File: src/rtl/sim_dump_pkg.sv
// sim_dump_pkg
//   Shared types for the simulation end-of-run controller.
//   - dump_state_t : controller state encoding
//   - KIND_REG / KIND_MEM : dump_kind encodings for register / memory beats
package sim_dump_pkg;

    typedef enum logic [2:0] {
        RUN     = 3'd0,
        DRAIN   = 3'd1,
        DUMP_RF = 3'd2,
        DUMP_DM = 3'd3,
        DONE    = 3'd4
    } dump_state_t;

    localparam logic KIND_REG = 1'b0;
    localparam logic KIND_MEM = 1'b1;

endpackage : sim_dump_pkg

File: src/rtl/sat_counter.sv
// sat_counter
//   Up-counter that sticks at all-ones instead of wrapping.
//   Ports:
//     clk  - clock
//     rst  - synchronous active-high reset
//     clr  - synchronous clear (same effect as rst, used for phase restarts)
//     en   - count enable
//     cnt  - current count
module sat_counter #(
    parameter int unsigned WIDTH = 32
) (
    input  logic             clk,
    input  logic             rst,
    input  logic             clr,
    input  logic             en,
    output logic [WIDTH-1:0] cnt
);

    // NOTE: sequential state is written with <= so every flop samples
    // pre-edge values regardless of block ordering.
    always_ff @(posedge clk) begin
        if (rst || clr) begin
            cnt <= '0;
        end else if (en && (cnt != {WIDTH{1'b1}})) begin
            cnt <= cnt + 1'b1;
        end
    end

endmodule : sat_counter

File: src/rtl/sim_dump_ctrl.sv
// sim_dump_ctrl
//   End-of-run controller for CPU benches. Counts retired instructions and
//   cycles, stops on a retire target (after a drain period) or on a cycle
//   budget, then halts the CPU and streams the register file followed by a
//   data-memory window as a valid/ready word stream.
//
//   Optional feature macro: SIM_DUMP_PC_CHECK_EN
//     Defined   : pc_err flags misaligned or out-of-text-range retiring PCs.
//     Undefined : pc_err is tied to 0.
//
//   Ports:
//     clk, rst          - clock, synchronous active-high reset
//     wb_valid, wb_pc   - WB-stage retire strobe and its PC
//     halt              - freezes the CPU while dumping / done
//     rf_raddr/rf_rdata - register-file read port (combinational data)
//     dm_raddr/dm_rdata - data-memory word read port (combinational data)
//     dump_valid/ready  - output stream handshake
//     dump_kind/index/data - registered beat payload
//     retire_cnt, cycle_cnt - run statistics (saturating, frozen once dumping)
//     timeout           - sticky: run ended on the cycle budget
//     done              - dump finished
//     pc_err            - sticky PC-range error
module sim_dump_ctrl
    import sim_dump_pkg::*;
#(
    parameter int unsigned NREGS        = 32,
    parameter int unsigned DM_WORDS     = 9,
    parameter logic [31:0] DATA_BASE    = 32'h0000_0000,
    parameter logic [31:0] TEXT_BASE    = 32'h0000_3000,
    parameter int unsigned TEXT_WORDS   = 1024,
    parameter int unsigned INST_NUM     = 45,
    parameter int unsigned DRAIN_CYCLES = 20,
    parameter logic [31:0] TIMEOUT      = 32'd10000
) (
    input  logic        clk,
    input  logic        rst,
    input  logic        wb_valid,
    input  logic [31:0] wb_pc,
    output logic        halt,
    output logic [4:0]  rf_raddr,
    input  logic [31:0] rf_rdata,
    output logic [31:0] dm_raddr,
    input  logic [31:0] dm_rdata,
    output logic        dump_valid,
    input  logic        dump_ready,
    output logic        dump_kind,
    output logic [7:0]  dump_index,
    output logic [31:0] dump_data,
    output logic [31:0] retire_cnt,
    output logic [31:0] cycle_cnt,
    output logic        timeout,
    output logic        done,
    output logic        pc_err
);

    localparam logic [31:0] INST_TGT  = 32'(INST_NUM);
    localparam logic [31:0] DRAIN_LEN = 32'(DRAIN_CYCLES);
    localparam logic [31:0] RF_LEN    = 32'(NREGS);
    localparam logic [31:0] DM_LEN    = 32'(DM_WORDS);
    localparam logic [31:0] DM_BASE_W = {2'b00, DATA_BASE[31:2]};

    dump_state_t state, state_nxt;
    logic [31:0] beat_cnt;      // drain cycles in DRAIN, next beat to load when dumping
    logic [31:0] phase_len;
    logic        active, in_dump;
    logic        target_hit, budget_hit, timeout_set;
    logic        load, last_accept, cnt_clr, cnt_en;

    assign active    = (state == RUN) || (state == DRAIN);
    assign in_dump   = (state == DUMP_RF) || (state == DUMP_DM);
    assign phase_len = (state == DUMP_DM) ? DM_LEN : RF_LEN;

    // Both stop conditions look at the value the counter takes on this edge,
    // so the transition happens on the same edge the target is reached.
    assign target_hit = (retire_cnt == INST_TGT) ||
                        (wb_valid && (retire_cnt == INST_TGT - 32'd1));
    assign budget_hit = (cycle_cnt == TIMEOUT) || (cycle_cnt == TIMEOUT - 32'd1);

    // A new beat is fetched whenever the output register is empty or being
    // drained this cycle; the read address comes straight from beat_cnt.
    assign load        = in_dump && (!dump_valid || dump_ready) && (beat_cnt < phase_len);
    assign last_accept = in_dump && dump_valid && dump_ready && (beat_cnt == phase_len);

    // NOTE: every variable gets a default at the top of always_comb so no
    // path leaves it unassigned, which would otherwise infer a latch.
    always_comb begin
        state_nxt   = state;
        timeout_set = 1'b0;
        case (state)
            RUN: begin
                if (target_hit) begin
                    state_nxt = (DRAIN_CYCLES == 0) ? DUMP_RF : DRAIN;
                end else if (budget_hit) begin
                    state_nxt   = DUMP_RF;
                    timeout_set = 1'b1;
                end
            end
            DRAIN:   if (beat_cnt == DRAIN_LEN - 32'd1) state_nxt = DUMP_RF;
            DUMP_RF: if (last_accept) state_nxt = DUMP_DM;
            DUMP_DM: if (last_accept) state_nxt = DONE;
            DONE:    state_nxt = DONE;
            default: state_nxt = RUN;
        endcase
    end

    // The shared drain/beat counter restarts on every state change.
    assign cnt_clr = (state_nxt != state);
    assign cnt_en  = (state == DRAIN) || load;

    sat_counter #(.WIDTH(32)) u_retire_cnt (
        .clk (clk),
        .rst (rst),
        .clr (1'b0),
        .en  (active && wb_valid),
        .cnt (retire_cnt)
    );

    sat_counter #(.WIDTH(32)) u_cycle_cnt (
        .clk (clk),
        .rst (rst),
        .clr (1'b0),
        .en  (active),
        .cnt (cycle_cnt)
    );

    sat_counter #(.WIDTH(32)) u_beat_cnt (
        .clk (clk),
        .rst (rst),
        .clr (cnt_clr),
        .en  (cnt_en),
        .cnt (beat_cnt)
    );

    always_ff @(posedge clk) begin
        if (rst) begin
            state      <= RUN;
            timeout    <= 1'b0;
            dump_valid <= 1'b0;
            dump_kind  <= KIND_REG;
            dump_index <= '0;
            dump_data  <= '0;
        end else begin
            state <= state_nxt;
            if (timeout_set) begin
                timeout <= 1'b1;
            end
            if (load) begin
                dump_valid <= 1'b1;
                dump_kind  <= (state == DUMP_DM) ? KIND_MEM : KIND_REG;
                dump_index <= beat_cnt[7:0];
                // x0 is hard-wired zero; never trust the register file for it.
                if (state == DUMP_DM) begin
                    dump_data <= dm_rdata;
                end else if (beat_cnt == 32'd0) begin
                    dump_data <= '0;
                end else begin
                    dump_data <= rf_rdata;
                end
            end else if (dump_valid && dump_ready) begin
                dump_valid <= 1'b0;
            end
        end
    end

    assign rf_raddr = (state == DUMP_RF) ? beat_cnt[4:0] : 5'd0;
    assign dm_raddr = (state == DUMP_DM) ? (DM_BASE_W + beat_cnt) : 32'd0;
    assign halt     = in_dump || (state == DONE);
    assign done     = (state == DONE);

`ifdef SIM_DUMP_PC_CHECK_EN
    // 33-bit bounds so a text window ending at 4 GiB does not wrap.
    localparam logic [32:0] TEXT_LO = {1'b0, TEXT_BASE};
    localparam logic [32:0] TEXT_HI = TEXT_LO + (33'(TEXT_WORDS) << 2);

    logic pc_bad;
    logic pc_err_q;

    assign pc_bad = (wb_pc[1:0] != 2'b00) ||
                    ({1'b0, wb_pc} < TEXT_LO) ||
                    ({1'b0, wb_pc} >= TEXT_HI);

    always_ff @(posedge clk) begin
        if (rst) begin
            pc_err_q <= 1'b0;
        end else if (active && wb_valid && pc_bad) begin
            pc_err_q <= 1'b1;
        end
    end

    assign pc_err = pc_err_q;
`else
    // wb_pc has no consumer in this build; fold it into a deliberately
    // unused net so the port stays in place for the checked build.
    logic unused_wb_pc;
    assign unused_wb_pc = &{1'b0, wb_pc};
    assign pc_err       = 1'b0;
`endif

endmodule : sim_dump_ctrl

File: config.mk
export PLATFORM = sky130hd
export DESIGN_NAME = sim_dump_ctrl
export DESIGN_NICKNAME = d
export VERILOG_FILES = /design/src/rtl/sim_dump_pkg.sv /design/src/rtl/sat_counter.sv /design/src/rtl/sim_dump_ctrl.sv
export SDC_FILE = /design/constraint.sdc
export NUM_CORES = 1
export LEC_CHECK = 0
export CORE_ASPECT_RATIO = 0.9
export CORE_MARGIN = 4
export CORE_UTILIZATION = 35
export CTS_BUF_LIST = sky130_fd_sc_hd__clkbuf_8
export DETAILED_ROUTE_END_ITERATION = 10
export GPL_ROUTABILITY_DRIVEN = 0
export PLACE_DENSITY_LB_ADDON = 0.2
export SLEW_MARGIN = 10
export SYNTH_ARGS = -nofsm -noshare
export SYNTH_HDL_FRONTEND = slang
export SYNTH_SLANG_ARGS = --single-unit
File: constraint.sdc
create_clock -name clk -period 7.8 [get_ports clk]
set_input_delay 1.56 -clock clk [delete_from_list [all_inputs] [get_ports clk]]
set_output_delay 1.56 -clock clk [all_outputs]
set_load 0.02 [all_outputs]
Word level (Yosys, flattened, before mapping) --
Index checks and enable logic that the tools add are counted.
Word-level totals: bits in registers 142, latch bits 0, RAM bits 0, bits in read-only memories 0, input port bits 100, output and inout port bits 147, word-level logic and storage cells 67, memories 0
Operators by class: $add $sub $neg 3, $mul 0, div/mod/pow operators 0, order comparisons 1, equal/unequal tests 14, shift-type cells 0, muxes and demuxes 17, bitwise logic cells 0, reductions and logical operators 23
Operators with widths (count):
- 32-bit by 1-bit adder with 32-bit output, second input constant | 3
- 32-bit two-way mux | 3
- 32-bit != test, second input constant | 3
- 32-bit by 14-bit == test with 1-bit output, second input constant | 2
- 32-bit by 6-bit == test with 1-bit output, second input constant | 2
- 32-bit by 5-bit == test with 1-bit output, second input constant | 1
- 32-bit by 6-bit == test with 1-bit output | 1
- 32-bit zero test | 1
- 32-bit by 6-bit < comparator with 1-bit output | 1
- 3-bit two-way mux | 5
- 3-bit one-hot mux with 5 select lines | 1
- 1-bit logical AND | 11
- 1-bit logical OR | 8
- 3-bit by 2-bit == test with 1-bit output, second input constant | 2
- 1-bit two-way mux | 6
- 6-bit two-way mux | 1
- 5-bit two-way mux | 1
- 3-bit by 1-bit == test with 1-bit output, second input constant | 1
- 3-bit == test, second input constant | 1
- 3-bit zero test | 1
- 3-bit != test | 1
- 2-bit nonzero test | 1
- 1-bit zero test | 1

Logic depth before layout (Yosys ltp) --
Gate-level depths: netlist of run 1.
depth in word-level cells 9, depth in mapped cells 13, depth with buffers taken out 10

By module --
From an unflattened synthesis of run 1, not the netlist that was laid out.
Unflattened totals: cells, all modules 894, area total of the unflattened synthesis 7893.8 µm²
Modules (own cells, without submodules):
- sat_counter | instances 3, cells an instance 189, area each 1681.6 µm², sequential area each 640.6 µm²
- sim_dump_ctrl | instances 1, cells an instance 327, area each 2849.0 µm², sequential area each 920.9 µm²

Least setup slack after synthesis of run 1 --
No wires, ideal clock.
path type input to register, from input port dump_ready, to register dump_data[30], library setup time 74 ps, data arrival time 3295 ps, data required time 7726 ps, path slack 4430 ps, stages 8, buffers on the path 2, cells stage by stage nor2b_1 -> or4b_1 -> or4_1 -> buf_2 -> nor3_2 -> buf_2 -> nand2_1 -> a31oi_1
Between the ends: word-level cells in the longest chain between the ends 3
Ends and longest elaborated chain:
- from (decl) | RTL line sim_dump_ctrl.sv:45 | input logic dump_ready,
- 1-bit logical OR | RTL line sim_dump_ctrl.sv:81 | assign load = in_dump && (!dump_valid || dump_ready) && (beat_cnt < phase_len);
- 1-bit logical AND (2 in a row) | RTL line sim_dump_ctrl.sv:81
- to (signal assigned) | RTL line sim_dump_ctrl.sv:153 | dump_data <= dm_rdata;
- to (signal assigned) | RTL line sim_dump_ctrl.sv:157 | dump_data <= rf_rdata;
- to (decl) | RTL line sim_dump_ctrl.sv:48 | output logic [31:0] dump_data,
Every way passes these cells. A chain may end at the register's enable or synchronous reset.

Worst setup path in the final report of run 1 --
from register state[1], to output port dm_raddr[0]
Between the ends: word-level cells in the longest chain between the ends 2
Ends and longest elaborated chain:
- from (decl) | RTL line sim_dump_ctrl.sv:62 | dump_state_t state, state_nxt;
- from (signal assigned) | RTL line sim_dump_ctrl.sv:143 | state <= state_nxt;
- 3-bit by 2-bit == test with 1-bit output | RTL line sim_dump_ctrl.sv:166 | assign dm_raddr = (state == DUMP_DM) ? (DM_BASE_W + beat_cnt) : 32'd0;
- 32-bit two-way mux | RTL line sim_dump_ctrl.sv:166
- to (decl) | RTL line sim_dump_ctrl.sv:42 | output logic [31:0] dm_raddr,
Every way passes these cells.

==> metrics.txt, run 1 <==
worst slew pin tran about 1.0 ns; TritonRoute pass-1 iters 5; Max H-tree Level 4; sequential element share of the synthesized area 0.3873; Main synth FF type dfxtp_1; Synth Register Bits approximately 140; slowest CP cell dfxtp_1; Final Cycle Share 0.5918; GRT overflow 0; worst clock skew around 0.02 ns; origin of the critical flop-to-flop path state[1]; vias per cell ~5.2; first-pass GRT wire length around 37 mm; total of max-cap violations 0; Avg Inst Size Synth 7.833 µm²; final instance area between 10000 and 15000 µm²; clock-pin slew on the worst setup and hold paths ~0.080 ns; largest stage delay on the critical path between 0.6 and 0.7 ns; delay-heaviest family, CP buffers and inverters; Die H 145.4 µm; Hold Path Depth 2; fill count 2010; CTS tree yes; total wire length about 23 mm; leading area contributor after synthesis dfxtp_1; Core Util, Final 0.5006; final antenna-violating net count 0; kind of critical path flip-flop to primary output; status finished, final reports clean; Final WS setup approximately 3.2 ns; hold path start dump_index[3]; min-delay worst type flip-flop to flip-flop; setup TNS 0 ns; P_leak ~3.3 nW; Placeable Area around 20000 µm²; vias 7317; wire per inst 16.24 µm; floorplan die width around 160 µm; Critical Path Sink Type primary output; post-detail-place hpwl around 16 mm; num rows slightly below 50; synthesized area between 7000 and 8000 µm²; most frequent cell after synthesis dfxtp_1; RR Endpoint dump_data[12]; initial DRC count roughly 420; post-CTS resize count 0; dominant cells by area after synthesis dfxtp_1 39%, nand2_1 6.1%, nand3_1 5.3%; top cells by count, synth 142 x dfxtp_1, 120 x nand2_1, 99 x nor2_1; synth unique cells between 50 and 60; number of global-route vias before repair just under 7k; initial antenna violation count 0; gr usage total 0.1930; RSZ-0062 raised after global routing no; Critical Path Source Type flip-flop; CP cell instances nand2b_1 > nor2_4 > buf_4 > ha_1 > clkdlybuf4s50_1; Clock Path Buffers 2; Synth top area share 0.3873; WHS Endpoint dump_index[3]; Final Net Count ~1.2k; CP bufs+invs 2; Final Max Slew Viols 0; worst endpoint data arrival time between 3 and 4 ns; # port buffers between 200 and 250; Tmin final approximately 4.6 ns; DIE AREA 23350 µm²; Top Ports 247; initial core utilization 0.3617; CTS root buf clkbuf_8; setup slack at placement between 3 and 4 ns; final number of hold-violating endpoints 0; critical path peak fanout 60; f_max between 200 and 250 MHz; CTS Hold Buffers Added 0; clock sink count approximately 140; largest net degree at the start of global routing between 60 and 70; YS warnings 0; Net Count, Synth about 1.0k; PwrDens 146.9 nW/µm²; share of cells above drive strength 1 0.05092; Final setup viols 0; Clk Latency, worst-skew pair 0.46 ns; CTS buffer count 17; # DRC 0; number of synthesized flops with an enable pin 0; worst-case vdd ir drop between 0.1 and 0.15 mV; post-CTS setup repair buffer count 0; Power Total 1.492 mW; Slew HR 0.3156; ANT cells 0; Cell Area, Placed about 9700 µm²; Gate Count Post-Synth ~940; R2R depth 11; WP data required roughly 6.2 ns; fraction of registers with async set/reset 0; Layout area overhead 38.42%; FF-to-FF setup slack about 3.4 ns
## layout by cell type (no fill, tap or decap), drive strengths merged, types with 6 or more instances in the layout
| cell | count |
|---|---|
| o31ai | 6 |
| o211ai | 9 |
| nand2 | 120 |
| and3 | 24 |
| nor2 | 99 |
| o21ai | 22 |
| clkdlybuf4s50 | 212 |
| ha | 12 |
| a21oi | 34 |
| nand4 | 37 |
| xnor2 | 20 |
| or3 | 20 |
| and4 | 14 |
| xor2 | 42 |
| nor4 | 30 |
| nand3 | 78 |
| buf | 10 |
| clkbuf | 18 |
| and2 | 28 |
| inv | 34 |
| or4 | 9 |
| a31oi | 39 |
| dfxtp | 142 |
| nor3 | 24 |
## final cells by class
| type | instances | area (µm²) | share of cell area |
|---|---|---|---|
| multi-input combinational | 710 | 4182 | 0.4116 |
| clock inverter | 13 | 212.7 | 0.02094 |
| tap | 280 | 350.3 | 0.03448 |
| sequential | 142 | 2843 | 0.2798 |
| timing repair buffer | 222 | 2197 | 0.2163 |
| clock buffer | 18 | 247.7 | 0.02438 |
| inverter | 34 | 127.6 | 0.01256 |
## worst max-delay path by stage
stage | startpoint | endpoint | slack, ns | depth (start not counted)
CTS | state[1] | dm_raddr[5] | 3.13 | 5
detailed placement | dump_ready | dump_data[13] | 3.05 | 8
floorplan | dump_ready | dump_data[30] | 4.43 | 8
finish | state[1] | dm_raddr[0] | 3.18 | 5
global route | state[1] | dump_data[12] | 2.93 | 11
global placement | dump_ready | dump_data[23] | 3.09 | 8
## flip-flops by register name, indices dropped and copies added (netlist names)
register and flops:
u_beat_cnt.cnt 32, dump_kind 1, u_retire_cnt.cnt 32, dump_data 32
state 3, u_cycle_cnt.cnt 32, dump_index 8, dump_valid 1
timeout 1
## worst min-delay path, delay by kind of cell (launching register included)
family / cells / cell delay (ns)
flops: 1 / 0.31
simple gates: 1 / 0.05
compound gates: 1 / 0.05
## kinds of logic after synthesis
group	synth area share
AND/OR/NAND/NOR	0.3536
adder cells (fa/ha/maj)	0.02046
flip-flops	0.3873
XOR/XNOR	0.07399
multiplexers	0.004092
other	0.0005109
AO/OA/AOI/OAI	0.1151
buffers and inverters	0.04501
## layer usage
metal	wire length, µm	track usage
met1	10720	0.2641
met5	0	0
met4	284	0.04645
met2	10010	0.2880
met3	2030	0.07363
## metrics by stage
stage / hold WS (ns) / cells
after floorplan: 0.4729 / 937
after global placement: 0.4334 / 1388
after detailed placement: 0.4440 / 1388
after CTS: 0.4551 / 1419
after global routing: 0.4835 / 1419
final: 0.4531 / 1419
## power by group
group	switching [mW]	internal, mW	leakage (nW)
clock network	0.305	0.390	0.222
logic	0.0284	0.0394	1.97
registers	0.00382	0.727	1.14
Note: power is estimated with default switching activity, not from simulation.
==> inputs of run 2 (changes only) <==
==> constraint.sdc (replaced) <==
create_clock -name clk -period 4.53 [get_ports clk]
set_input_delay 0.906 -clock clk [delete_from_list [all_inputs] [get_ports clk]]
set_output_delay 0.906 -clock clk [all_outputs]
set_load 0.02 [all_outputs]
==> metrics.txt, run 2 (synthesis results as in run 1) <==
status finished, final reports clean; first-pass GRT wire length ~38 mm; # port buffers between 200 and 250; vias 7541; P_leak roughly 3.4 nW; WHS Endpoint timeout; Hold Path Depth 2; Final setup viols 0; Placeable Area ~20000 µm²; largest net degree at the start of global routing 61; clock share of power 0.449; initial antenna violation count 0; post-CTS resize count 0; post-detail-place hpwl ~17 mm; initial core utilization 0.3617; share of cells above drive strength 1 0.05420; GRT overflow 0; num rows ~50; worst slew pin tran approximately 0.98 ns; critical path peak fanout 32; ANT cells 0; total wire length between 20 and 25 mm; worst-case vdd ir drop roughly 0.17 mV; Clock Path Buffers 2; post-CTS setup repair buffer count 0; most common cell after layout, fill and taps aside clkdlybuf4s50_1; Slew HR 0.3425; Core Util, Final 0.5008; wire per inst around 16 µm; vias per cell 5.296; min-delay worst type flip-flop to flip-flop; setup TNS 0 ns; kind of critical path flip-flop to flip-flop; clock sink count 142; Max H-tree Level 4; floorplan die width between 150 and 200 µm; clock-pin slew on the worst setup and hold paths ~0.07 ns; Psw approximately 580 µW; number of global-route vias before repair between 7k and 8k; Clk Latency, worst-skew pair about 0.45 ns; initial DRC count roughly 450; combinational power share 0.047; Critical Path Source Type flip-flop; sequential power share 0.504; gr usage total 0.1982; CTS Hold Buffers Added 0; origin of the critical flop-to-flop path state[1]; RR Endpoint dump_data[23]; TritonRoute pass-1 iters 4; P_int about 1.9 mW; hold path start timeout; PwrDens between 200 and 250 nW/µm²; Top Ports ~250; worst clock skew about 0.021 ns; most frequent cells in the layout 212 x clkdlybuf4s50_1, 142 x dfxtp_1, 120 x nand2_1; DIE AREA between 20000 and 25000 µm²; f_max 255.0 MHz; Final Max Slew Viols 0; Critical Path Sink Type flip-flop; FF-to-FF setup slack 0.61 ns; Layout area overhead 38.48%; R2R depth 12; Die H 145.4 µm; final antenna-violating net count 0; final number of hold-violating endpoints 0; Tmin final between 3 and 4 ns; CTS tree yes; WP data required 4.88 ns; CTS buffer count 17; RSZ-0062 raised after global routing no; worst endpoint data arrival time 4.28 ns; # DRC 0; total of max-cap violations 0; CTS root buf clkbuf_8; Final Net Count approximately 1.2k; Final Cycle Share 0.8658; Switching Fraction 0.2311
run 2: changes by cell type in the layout (fill, tap and decap cells not counted), sizes merged:
cell and change:
inv +1, clkinvlp -1, clkinv +2, buf +5
clkbuf -1, bufinv -1
run 2: layout make-up:
| class | count | area (µm²) |
|---|---|---|
| tap | 280 | 350.3 |
| timing repair buffer | 227 | 2235 |
| sequential | 142 | 2843 |
| inverter | 34 | 127.6 |
| clock inverter | 14 | 192.7 |
| clock buffer | 17 | 234.0 |
| fill | 2053 | 10130 |
| multi-input combinational | 710 | 4182 |
run 2: power by group through the flow:
stage / logic, mW / clock network, mW / registers (mW)
floorplan: 0.0362 / 0 / 1.29
global placement: 0.118 / 0 / 1.29
detailed placement: 0.118 / 0 / 1.29
CTS: 0.118 / 1.15 / 1.26
global route: 0.127 / 1.21 / 1.26
finish: 0.117 / 1.12 / 1.26
run 2: worst max-delay path, stage by stage (launching register included):
cell and delay, ns:
dfxtp_1 0.64, nand2b_1 0.10, buf_4 0.18, nor2_4 0.08, clkinv_1 0.32, ha_1 0.44
o31ai_1 0.21, a31oi_1 0.13, or4_2 0.85, nor3_4 0.21, buf_4 0.36, nand2_1 0.11
a31oi_1 0.19
run 2: worst max-delay path by stage:
stage	slack [ns]	depth (start not counted)	startpoint	endpoint
floorplan	1.26	11	state[1]	u_beat_cnt.cnt[27]
global placement	0.68	12	state[1]	dump_data[13]
detailed placement	0.60	12	state[1]	dump_data[23]
CTS	0.58	7	state[1]	dm_raddr[2]
global route	0.28	12	state[1]	dump_data[30]
finish	0.61	12	state[1]	dump_data[23]
run 2: routing by layer:
layer / vias up / routed length, µm / GRT usage
li1: 3723 / - / -
met1: 3573 / 10920 / 0.2719
met2: 239 / 10280 / 0.3004
met3: 6 / 2115 / 0.07930
met4: 0 / 103 / 0.03140
met5: - / 0 / 0
run 2: metrics by stage:
stage | setup WS, ns | hold WS [ns] | total power [mW] | instance area, µm² | instances
finish | 0.6079 | 0.4544 | 2.494 | 10160 | 1424
floorplan | 1.255 | 0.4729 | 1.326 | 7340 | 937
global route | 0.2752 | 0.4840 | 2.593 | 10160 | 1424
detailed placement | 0.6040 | 0.4471 | 1.405 | 9737 | 1393
CTS | 0.5803 | 0.4586 | 2.526 | 10160 | 1424
global placement | 0.6828 | 0.4331 | 1.404 | 9737 | 1393
